`config.mk`:
```
export PLATFORM = sky130hd
export DESIGN_NAME = control_unit
export DESIGN_NICKNAME = d
export VERILOG_FILES = /design/src/rtl/ctrl_pkg.sv /design/src/rtl/control_decode.sv /design/src/rtl/control_unit.sv
export SDC_FILE = /design/constraint.sdc
export NUM_CORES = 1
export LEC_CHECK = 0
export CAP_MARGIN = 30
export CORE_MARGIN = 2
export CORE_UTILIZATION = 46
export CTS_CLUSTER_DIAMETER = 60
export CTS_CLUSTER_SIZE = 24
export DETAILED_ROUTE_END_ITERATION = 10
export GPL_TIMING_DRIVEN = 0
export PLACE_DENSITY = 0.83
export REMOVE_ABC_BUFFERS = 1
export SLEW_MARGIN = 20
export SYNTH_ARGS = -nofsm -noshare
export SYNTH_HDL_FRONTEND = slang
export SYNTH_HIERARCHICAL = 1
export SYNTH_SLANG_ARGS = --single-unit
```
`constraint.sdc`:
```
create_clock -name clk -period 3.1 [get_ports clk]
set_input_delay 0.62 -clock clk [delete_from_list [all_inputs] [get_ports clk]]
set_output_delay 0.62 -clock clk [all_outputs]
set_load 0.01 [all_outputs]
```
`src/rtl/ctrl_pkg.sv`:
```
// ctrl_pkg: opcode, ALU and write-back encodings plus the packed control word shared by the decoder and control_unit
package ctrl_pkg;
  localparam logic [3:0] OP_NOP     = 4'b0000;
  localparam logic [3:0] OP_STORE   = 4'b0011;
  localparam logic [3:0] OP_ADD     = 4'b0100;
  localparam logic [3:0] OP_INC     = 4'b0101;
  localparam logic [3:0] OP_NEG     = 4'b0110;
  localparam logic [3:0] OP_SUB     = 4'b0111;
  localparam logic [3:0] OP_JUMP    = 4'b1000;
  localparam logic [3:0] OP_BRZ     = 4'b1001;
  localparam logic [3:0] OP_JUMPMEM = 4'b1010;
  localparam logic [3:0] OP_BRN     = 4'b1011;
  localparam logic [3:0] OP_LOAD    = 4'b1110;
  localparam logic [3:0] OP_SVPC    = 4'b1111;
  localparam logic [2:0] ALU_PASS = 3'b000;
  localparam logic [2:0] ALU_ADD  = 3'b001;
  localparam logic [2:0] ALU_SUB  = 3'b010;
  localparam logic [2:0] ALU_NEG  = 3'b011;
  localparam logic [1:0] WB_ALU = 2'b00;
  localparam logic [1:0] WB_MEM = 2'b01;
  localparam logic [1:0] WB_PC  = 2'b10;
  typedef struct packed {
    logic [2:0] alu_op;
    logic       mem_read;
    logic       mem_write;
    logic       alu_src;
    logic [1:0] wb;
    logic       reg_wrt;
    logic       br_zero;
    logic       br_neg;
    logic       jump;
    logic       jump_mem;
    logic       illegal;
  } ctrl_t;
endpackage

```
`src/rtl/control_decode.sv`:
```
// control_decode: combinational opcode -> ctrl_t decoder (opcode in, ctrl out); undefined or X/Z opcodes give NOP with illegal set
module control_decode
  import ctrl_pkg::*;
(
  input  logic [3:0] opcode,
  output ctrl_t      ctrl
);
  always_comb begin
    ctrl = '0;
    case (opcode)
      OP_NOP: ;
      OP_SVPC: begin ctrl.wb = WB_PC; ctrl.reg_wrt = 1'b1; end
      OP_LOAD: begin ctrl.mem_read = 1'b1; ctrl.wb = WB_MEM; ctrl.reg_wrt = 1'b1; end
      OP_STORE: ctrl.mem_write = 1'b1;
      OP_ADD: begin ctrl.alu_op = ALU_ADD; ctrl.wb = WB_ALU; ctrl.reg_wrt = 1'b1; end
      OP_INC: begin ctrl.alu_op = ALU_ADD; ctrl.alu_src = 1'b1; ctrl.wb = WB_ALU; ctrl.reg_wrt = 1'b1; end
      OP_NEG: begin ctrl.alu_op = ALU_NEG; ctrl.reg_wrt = 1'b1; end
      OP_SUB: begin ctrl.alu_op = ALU_SUB; ctrl.reg_wrt = 1'b1; end
      OP_JUMP: ctrl.jump = 1'b1;
      OP_BRZ: ctrl.br_zero = 1'b1;
      OP_JUMPMEM: begin ctrl.mem_read = 1'b1; ctrl.jump_mem = 1'b1; end
      OP_BRN: ctrl.br_neg = 1'b1;
      default: ctrl.illegal = 1'b1;
    endcase
  end
endmodule

```
`src/rtl/control_unit.sv`:
```
// control_unit: registered instruction decoder (clk, rst, en, opcode -> aluOp/mem/wb/regWrt/branch/jump controls + illegal, 1-cycle latency, en=0 holds)
module control_unit
  import ctrl_pkg::*;
(
  input  logic       clk,
  input  logic       rst,
  input  logic       en,
  input  logic [3:0] opcode,
  output logic [2:0] aluOp,
  output logic       memRead,
  output logic       memWrite,
  output logic       aluSrc,
  output logic [1:0] writeBackControl,
  output logic       regWrt,
  output logic       branchZero,
  output logic       branchNeg,
  output logic       jump,
  output logic       jumpMem,
  output logic       illegal
);
  ctrl_t dec, ctrl_d, ctrl_q;
  control_decode u_dec (.opcode(opcode), .ctrl(dec));
  always_comb ctrl_d = en ? dec : ctrl_q;
  always_ff @(posedge clk) begin
    if (rst) ctrl_q <= '0;
    else ctrl_q <= ctrl_d;
  end
  assign aluOp            = ctrl_q.alu_op;
  assign memRead          = ctrl_q.mem_read;
  assign memWrite         = ctrl_q.mem_write;
  assign aluSrc           = ctrl_q.alu_src;
  assign writeBackControl = ctrl_q.wb;
  assign regWrt           = ctrl_q.reg_wrt;
  assign branchZero       = ctrl_q.br_zero;
  assign branchNeg        = ctrl_q.br_neg;
  assign jump             = ctrl_q.jump;
  assign jumpMem          = ctrl_q.jump_mem;
  assign illegal          = ctrl_q.illegal;
endmodule

```
* After elaboration in Yosys (flattened, before gate mapping)
Cells that the tools add are included.
** Cells by class
- Multiplexer cells :: 11
- Reduce and logical (&&, ||, !) cells :: 5
- Equality and inequality tests :: 11
** Operators by type and width (number)
- $eq 4x4->1 const B :: 6
- $eq 4x3->1 const B :: 4
- $reduce_or 12->1 :: 1
- $mux 1 :: 9
- $pmux 2 s3 :: 1
- $reduce_or 6->1 :: 1
- $eq 4x2->1 const B :: 1
- $logic_not 4->1 :: 1
- $pmux 2 s2 :: 1
- $reduce_or 2->1 :: 2
** Storage, ports and cells
- Register bits after elaboration :: 14
- Input port bits :: 7
- Output and inout bits :: 14
- Logic and storage cells :: 38

* Depth between registers and ports, before layout
Gate-level depths: netlist of the first run.
- Depth after elaboration :: 3
- Depth in mapped cells :: 4
- Gate-level depth less buffers :: 4

* Cells and area by module
Netlist of the first run, hierarchy kept.
** By module, submodules not included
- control_unit :: seq. area each 280.3 um^2, cells each 45, area an instance 508.0 um^2, instances 1
- control_decode :: seq. area each 0.0 um^2, cells each 25, area an instance 132.6 um^2, instances 1

* Worst setup path before layout of the first run
No wires, ideal clock.
- Path type :: in2reg
- Start point :: in opcode[0]
- End point :: reg ctrl_q (netlist bit illegal)
- Path buffers :: 0
- Arrival :: 1.373 ns
- Library setup time :: 0.064 ns
- Data required time :: 3.036 ns
- Stages :: 4
- Setup slack :: 1.663 ns
- Cells stage by stage :: or4b_1 -> o211ai_1 -> mux2i_1 -> nor2_1
** RTL lines
- start, declared :: RTL line control_unit.sv:8 : input logic [3:0] opcode,
- end signal, assigned :: RTL line control_unit.sv:26 : else ctrl_q <= ctrl_d;
- end, declared :: RTL line control_unit.sv:21 : ctrl_t dec, ctrl_d, ctrl_q;

==> out/summary.json, run 1 <==
{
  "drtPass1Iterations": {"value": 4},
  "required": {"value": 3.32, "unit": "ns"},
  "power_report.internal_total": {"value": 281, "unit": "uW"},
  "initial_utilization": {"value": 49.2, "unit": "%"},
  "drt_drc_violations_left": {"value": 0},
  "seqPwrFrac": {"value": 50.8, "unit": "%"},
  "placed_cell_area": {"value": 817, "unit": "um2"},
  "path_delay_family": {"value": "simple AND/OR/NAND/NOR gates"},
  "hold_path_end": {"value": "aluOp[2]$_SDFFE_PP0P_"},
  "critical-path-max-stage-delay": {"value": 0.59, "unit": "ns"},
  "post_cts_setup_buffer_count": {"value": 0},
  "maxCapViolations": {"value": 0},
  "layout_worst_path_cycle_share": {"value": 59.6, "unit": "%"},
  "clkLatencyLatePin": {"value": 0.27, "unit": "ns"},
  "worst_ir_drop_vdd": {"value": 369, "unit": "uV"},
  "yosys.area.top_type_share": {"value": 43.7, "unit": "%"},
  "worst_clock_skew": {"value": 0, "unit": "ns"},
  "critPathLaunchType": {"value": "primary input"},
  "avgSynthCellArea": {"value": 9.15, "unit": "um2"},
  "number_of_buffer_and_inverter_stages_on_the_critical_path": {"value": 1},
  "timing.reg2reg.worst_path_depth": {"value": 2},
  "wirelength": {"value": 1310, "unit": "um"},
  "synth_ff_type": {"value": "sky130_fd_sc_hd__dfxtp_1"},
  "number_of_routed_nets_with_antenna_violations": {"value": 0},
  "worst_setup_hold_path_clk_slew": {"value": 0.09, "unit": "ns"},
  "first_pass_grt_wire_length": {"value": 2260, "unit": "um"},
  "critical_path_peak_fanout": {"value": 9},
  "area.growth.synth_to_final": {"value": 33.2, "unit": "%"},
  "synth.top_cells.by_count": {"value": "22 x sky130_fd_sc_hd__nor2_1, 14 x sky130_fd_sc_hd__dfxtp_1, 14 x sky130_fd_sc_hd__mux2i_1"},
  "comb_power_share": {"value": 13.6, "unit": "%"},
  "rsz_0062_raised_after_global_routing": {"value": "no"},
  "vias": {"value": 535},
  "nFillCells": {"value": 118},
  "core": {"value": 1300, "unit": "um2"},
  "power.leakage": {"value": 0.000364, "unit": "uW"},
  "die_h": {"value": 41.3, "unit": "um"},
  "cts_tree": {"value": "done"},
  "number_of_vias_per_cell": {"value": 5.10},
  "asyncSetResetFlopFracSynth": {"value": 0, "unit": "%"},
  "antenna-diode-count": {"value": 0},
  "count_of_hold_buffers_inserted_by_post_cts_repair": {"value": 0},
  "grt_antenna_before_repair": {"value": 0},
  "finish.cell_count_without_fillers": {"value": 105},
  "cts.sink_count": {"value": 14},
  "htree_levels": {"value": 1},
  "r2r_start": {"value": "memRead$_SDFFE_PP0P_"},
  "synth-seq-cells": {"value": 14},
  "timing.hold.worst.class": {"value": "reg -> reg"},
  "timing.setup.critical_path_class": {"value": "in -> reg"},
  "run_status": {"value": "finished clean"},
  "synth_enable_flop_cells": {"value": 0},
  "power": {"value": 367, "unit": "uW"},
  "post-synth-top-count-cell": {"value": "sky130_fd_sc_hd__nor2_1"},
  "synth_largest_area_cell": {"value": "sky130_fd_sc_hd__dfxtp_1"},
  "wl_per_cell": {"value": 12.5, "unit": "um"},
  "share_clk_of_total_power": {"value": 35.6, "unit": "%"},
  "timing.critical_path.to_type": {"value": "register"},
  "count_of_unique_library_cells_instantiated_by_yosys": {"value": 17},
  "cts_inserted_buffers": {"value": 3},
  "placement.io_buffers": {"value": 20},
  "netlist_area": {"value": 641, "unit": "um2"},
  "slew_viol_final": {"value": 0},
  "finalCriticalPeriod": {"value": 1.85, "unit": "ns"},
  "syn-instance-count": {"value": 70},
  "finalSetupTns": {"value": 0, "unit": "ns"},
  "fp-row-count": {"value": 13},
  "drive_gt1_share": {"value": 4.44, "unit": "%"},
  "crit_path_cell_trace": {"value": "clkdlybuf4s50_1 -> or4b_1 -> o211ai_1 -> mux2i_1 -> nor2_1"},
  "grt_max_degree": {"value": 15},
  "cts-root-buf": {"value": "sky130_fd_sc_hd__clkbuf_4"},
  "rr_endpoint": {"value": "memRead$_SDFFE_PP0P_"},
  "cts_buffer_depth": {"value": 2},
  "critPathSlowestCell": {"value": "sky130_fd_sc_hd__or4b_1"},
  "fmaxAchievable": {"value": 541, "unit": "MHz"},
  "r2r_slack": {"value": 2.44, "unit": "ns"},
  "final-setup-viol-count": {"value": 0},
  "worstPathArrival": {"value": 2.06, "unit": "ns"},
  "timing.slew.headroom": {"value": 46.3, "unit": "%"},
  "hold_depth": {"value": 2},
  "power_switching_share": {"value": 23.4, "unit": "%"},
  "globalplace.congestion": {"value": 0.716},
  "grt-ovfl-total": {"value": 0},
  "first_iter_violations": {"value": 8},
  "fp.dieArea": {"value": 1710, "unit": "um2"},
  "floorplan.die.width": {"value": 41.3, "unit": "um"},
  "layout.core_utilization": {"value": 65.6, "unit": "%"},
  "count_of_synthesis_stage_warnings_from_yosys": {"value": 6},
  "net-switching-power": {"value": 86.0, "unit": "uW"},
  "post_synth_main_area_contributors": {"value": "sky130_fd_sc_hd__dfxtp_1 44%, sky130_fd_sc_hd__mux2i_1 22%, sky130_fd_sc_hd__nor2_1 13%"},
  "nNetsFinal": {"value": 98},
  "timing.final.hold_violations": {"value": 0},
  "global_route.usage.total": {"value": 20.6, "unit": "%"},
  "timing_worst_slew_pin_value": {"value": 0.803, "unit": "ns"},
  "placed_cells": {"value": 101},
  "boundaryPins": {"value": 21},
  "powerDensity": {"value": 431, "unit": "nW/um2"},
  "cts_repair_resize_count": {"value": 0},
  "number_of_global_route_vias_before_repair": {"value": 520},
  "post_synthesis_sequential_area_ratio": {"value": 43.7, "unit": "%"},
  "timing.hold.worst.start": {"value": "aluOp[2]$_SDFFE_PP0P_"},
  "postLayoutCellArea": {"value": 853, "unit": "um2"},
  "post-dp-hpwl": {"value": 903, "unit": "um"}
}
==> flip-flops by register name (all words and copies together), names as in the netlist <==
register,cells
aluOp,3
aluSrc,1
branchNeg,1
branchZero,1
illegal,1
jump,1
jumpMem,1
memRead,1
memWrite,1
regWrt,1
writeBackControl,2
==> layout make-up <==
class | instances | area [um2] | share of cell area (%)
inverter | 2 | 7.51 | 0.880
multi-input combinational | 50 | 310 | 36.4
clock buffer | 4 | 36.3 | 4.25
timing repair buffer | 20 | 200 | 23.5
tap | 15 | 18.8 | 2.20
sequential | 14 | 280 | 32.8
==> cell families after synthesis <==
group | share of synthesized area, %
mux | 21.9
other cells | 0.585
simple gates | 22.9
buf+inv | 7.81
flops | 43.8
compound gates | 3.13
==> layout by cell type, fill, tap and decap left out, drive strengths merged <==
| cell type | n |
|---|---|
| a21boi | 1 |
| a21oi | 1 |
| clkbuf | 4 |
| clkdlybuf4s50 | 20 |
| conb | 1 |
| dfxtp | 14 |
| inv | 2 |
| mux2i | 14 |
| nand2 | 2 |
| nand2b | 3 |
| nor2 | 22 |
| nor3 | 2 |
| o211ai | 1 |
| or2b | 1 |
| or4b | 2 |
==> tightest hold or removal path: stages (launching register included) <==
cell,delay (ns)
sky130_fd_sc_hd__dfxtp_1,0.33
sky130_fd_sc_hd__mux2i_1,0.06
sky130_fd_sc_hd__nor2_1,0.07
==> power by group through the flow <==
stage | sequential (uW) | combinational, uW | clock (uW)
global route | 188 | 54.5 | 139
CTS | 187 | 49.7 | 136
floorplan | 193 | 17.6 | 0
detailed placement | 191 | 49.2 | 0
global placement | 191 | 48.7 | 0
finish | 187 | 50.0 | 131
==> stage by stage <==
stage,worst slack [ns],hold WS [ns]
detailed placement,0.990,0.487
global placement,1.03,0.470
finish,1.25,0.499
floorplan,1.66,0.528
global route,1.21,0.542
CTS,1.26,0.508
==> per-layer routing <==
metal | up-vias | GRT usage [%] | share of wire [%]
met2 | 18 | 35.9 | 47
met1 | 245 | 24.5 | 48
met5 | - | 0 | 0
met4 | 0 | 4.84 | 0
li1 | 272 | - | -
met3 | 0 | 6.38 | 4.2
==> worst max path at each step <==
stage                   start                                to  slack [ns]  cells past startpoint
global placement           en  writeBackControl[1]$_SDFFE_PP0P_        1.03                      3
CTS                 opcode[1]              illegal$_SDFFE_PP0P_        1.26                      5
floorplan           opcode[0]              illegal$_SDFFE_PP0P_        1.66                      4
detailed placement         en              memRead$_SDFFE_PP0P_        0.99                      3
global route               en             aluOp[2]$_SDFFE_PP0P_        1.21                      3
finish              opcode[1]              illegal$_SDFFE_PP0P_        1.25                      5
Power figures use the tool's default switching activity.
==> run 2, diff against run 1 <==
--- a/config.mk
+++ b/config.mk
@@ -7,12 +7,12 @@
 export LEC_CHECK = 0
 export CAP_MARGIN = 30
 export CORE_MARGIN = 2
-export CORE_UTILIZATION = 46
+export CORE_UTILIZATION = 39
 export CTS_CLUSTER_DIAMETER = 60
 export CTS_CLUSTER_SIZE = 24
 export DETAILED_ROUTE_END_ITERATION = 10
 export GPL_TIMING_DRIVEN = 0
-export PLACE_DENSITY = 0.83
+export PLACE_DENSITY = 0.75
 export REMOVE_ABC_BUFFERS = 1
 export SLEW_MARGIN = 20
 export SYNTH_ARGS = -nofsm -noshare
==> constraint.sdc (replaced) <==
create_clock -name clk -period 1.56 [get_ports clk]
set_input_delay 0.312 -clock clk [delete_from_list [all_inputs] [get_ports clk]]
set_output_delay 0.312 -clock clk [all_outputs]
set_load 0.01 [all_outputs]
==> run 2 against run 1 <==
Combinational power increased by 94%. Clock power increased by 98%. Global-route usage decreased by 6.0 points. Sequential share of layout area decreased by 0.33 points. Clock-buffer cell count unchanged. Via count decreased by 3.9%. Largest power group unchanged.
==> out/summary.json, run 2 (same netlist as run 1, synthesis figures left out) <==
{
  "placed_cells": {"value": 102},
  "seq_area": {"value": 280, "unit": "um2"},
  "number_of_global_route_vias_before_repair": {"value": 530},
  "layout_worst_path_cycle_share": {"value": 95.3, "unit": "%"},
  "timing_worst_slew_pin_value": {"value": 0.785, "unit": "ns"},
  "core": {"value": 1520, "unit": "um2"},
  "worst_clock_skew": {"value": 0, "unit": "ns"},
  "floorplan.die.width": {"value": 44.5, "unit": "um"},
  "path_delay_family": {"value": "buffers and inverters"},
  "die_h": {"value": 44.5, "unit": "um"},
  "multiInputGateArea": {"value": 310, "unit": "um2"},
  "crit_path_cell_trace": {"value": "clkdlybuf4s50_1"},
  "clkLatencyLatePin": {"value": 0.27, "unit": "ns"},
  "final-setup-viol-count": {"value": 0},
  "run_status": {"value": "finished clean"},
  "globalRouteMet2Util": {"value": 20.9, "unit": "%"},
  "area.growth.synth_to_final": {"value": 34.6, "unit": "%"},
  "critical-path-max-stage-delay": {"value": 0.55, "unit": "ns"},
  "finish.cell_count_without_fillers": {"value": 106},
  "drtPass1Iterations": {"value": 4},
  "fp.dieArea": {"value": 1980, "unit": "um2"},
  "globalRouteMet1Util": {"value": 20.6, "unit": "%"},
  "critPathSlowestCell": {"value": "sky130_fd_sc_hd__clkdlybuf4s50_1"},
  "vias": {"value": 514},
  "maxCapViolations": {"value": 0},
  "htree_levels": {"value": 1},
  "slew_viol_final": {"value": 0},
  "globalplace.congestion": {"value": 0.728},
  "drive_gt1_share": {"value": 4.44, "unit": "%"},
  "critPathLaunchType": {"value": "register"},
  "antenna-diode-count": {"value": 0},
  "postLayoutCellArea": {"value": 862, "unit": "um2"},
  "cts_repair_resize_count": {"value": 0},
  "finalCriticalPeriod": {"value": 1.49, "unit": "ns"},
  "drt_drc_violations_left": {"value": 0},
  "nFillCells": {"value": 134},
  "grt_util_met3": {"value": 2.86, "unit": "%"},
  "r2r_slack": {"value": 0.93, "unit": "ns"},
  "cts.sink_count": {"value": 14},
  "cts-root-buf": {"value": "sky130_fd_sc_hd__clkbuf_4"},
  "nNetsFinal": {"value": 98},
  "wirelength": {"value": 1190, "unit": "um"},
  "most_common_library_cell_in_the_layout_ignoring_fill_and_taps": {"value": "sky130_fd_sc_hd__nor2_1"},
  "powerDensity": {"value": 843, "unit": "nW/um2"},
  "largest_register_ff_count": {"value": 3},
  "first_pass_grt_wire_length": {"value": 2170, "unit": "um"},
  "boundaryPins": {"value": 21},
  "grt_antenna_before_repair": {"value": 0},
  "grt-ovfl-total": {"value": 0},
  "power.leakage": {"value": 0.000391, "unit": "uW"},
  "busiest_layer": {"value": "met2"},
  "first_iter_violations": {"value": 3},
  "worstPathArrival": {"value": 1.17, "unit": "ns"},
  "wl_per_cell": {"value": 11.2, "unit": "um"},
  "timing.setup.critical_path_class": {"value": "reg -> out"},
  "worst_ir_drop_vdd": {"value": 583, "unit": "uV"},
  "grt_max_degree": {"value": 15},
  "cts_inserted_buffers": {"value": 3},
  "finalSetupTns": {"value": 0, "unit": "ns"},
  "placement.io_buffers": {"value": 20},
  "fmaxAchievable": {"value": 673, "unit": "MHz"},
  "number_of_routed_nets_with_antenna_violations": {"value": 0},
  "worst_setup_hold_path_clk_slew": {"value": 0.08, "unit": "ns"},
  "post_cts_setup_buffer_count": {"value": 0},
  "timing.final.hold_violations": {"value": 0},
  "count_of_hold_buffers_inserted_by_post_cts_repair": {"value": 0},
  "global_route.usage.total": {"value": 14.6, "unit": "%"},
  "cts_tree": {"value": "done"},
  "critical_path_peak_fanout": {"value": 2},
  "initial_utilization": {"value": 42.0, "unit": "%"},
  "fp-row-count": {"value": 14},
  "number_of_buffer_and_inverter_stages_on_the_critical_path": {"value": 1},
  "timing.slew.headroom": {"value": 47.6, "unit": "%"},
  "required": {"value": 1.25, "unit": "ns"},
  "cts_buffer_depth": {"value": 2},
  "placed_cell_area": {"value": 818, "unit": "um2"},
  "post-dp-hpwl": {"value": 839, "unit": "um"},
  "timing.hold.worst.class": {"value": "reg -> reg"},
  "timing.critical_path.to_type": {"value": "output port"},
  "layout_common_cells": {"value": "22 x sky130_fd_sc_hd__nor2_1, 17 x sky130_fd_sc_hd__clkdlybuf4s50_1, 14 x sky130_fd_sc_hd__mux2i_1, 14 x sky130_fd_sc_hd__dfxtp_1"},
  "number_of_vias_per_cell": {"value": 4.85},
  "rsz_0062_raised_after_global_routing": {"value": "no"}
}
-- run 2: per-layer routing --
layer | share of wire (%) | vias to the layer above
met3 | 4.6 | 0
met1 | 50 | 233
met4 | 0 | 0
li1 | - | 268
met2 | 45 | 13
met5 | 0 | -
-- run 2: final timing paths --
| kind | from | end | depth (start not counted) |
|---|---|---|---|
| setup reg to reg | memWrite$_SDFFE_PP0P_ | memWrite$_SDFFE_PP0P_ | 2 |
| hold / removal | regWrt$_SDFFE_PP0P_ | regWrt$_SDFFE_PP0P_ | 2 |
| hold reg to reg | regWrt$_SDFFE_PP0P_ | regWrt$_SDFFE_PP0P_ | 2 |
| setup / recovery | memWrite$_SDFFE_PP0P_ | memWrite | 1 |
-- run 2: area by class of cell --
class	instances	share of cell area, %
multi-input cells	50	36.0
flip-flops and latches	14	32.5
repair buffers	20	24.1
clock buffers	4	4.21
well taps	16	2.32
inverters	2	0.871
-- run 2: metrics by stage --
step           setup slack, ns  util (%)  hold slack, ns  power, uW
2_1_floorplan            0.431         -           0.384        419
3_5_place_dp            -0.229      53.7           0.483        478
6_report                0.0731      56.6           0.501        727
3_3_place_gp            -0.218      53.7           0.476        477
5_1_grt                 0.0213      56.6           0.531        759
4_1_cts                 0.0632      56.1           0.507        735
-- run 2: where the power goes --
group	internal (uW)	switching [uW]	total [uW]
logic	49.9	47.0	96.9
clock network	142	117	259
registers	366	4.46	371
total	558	169	727
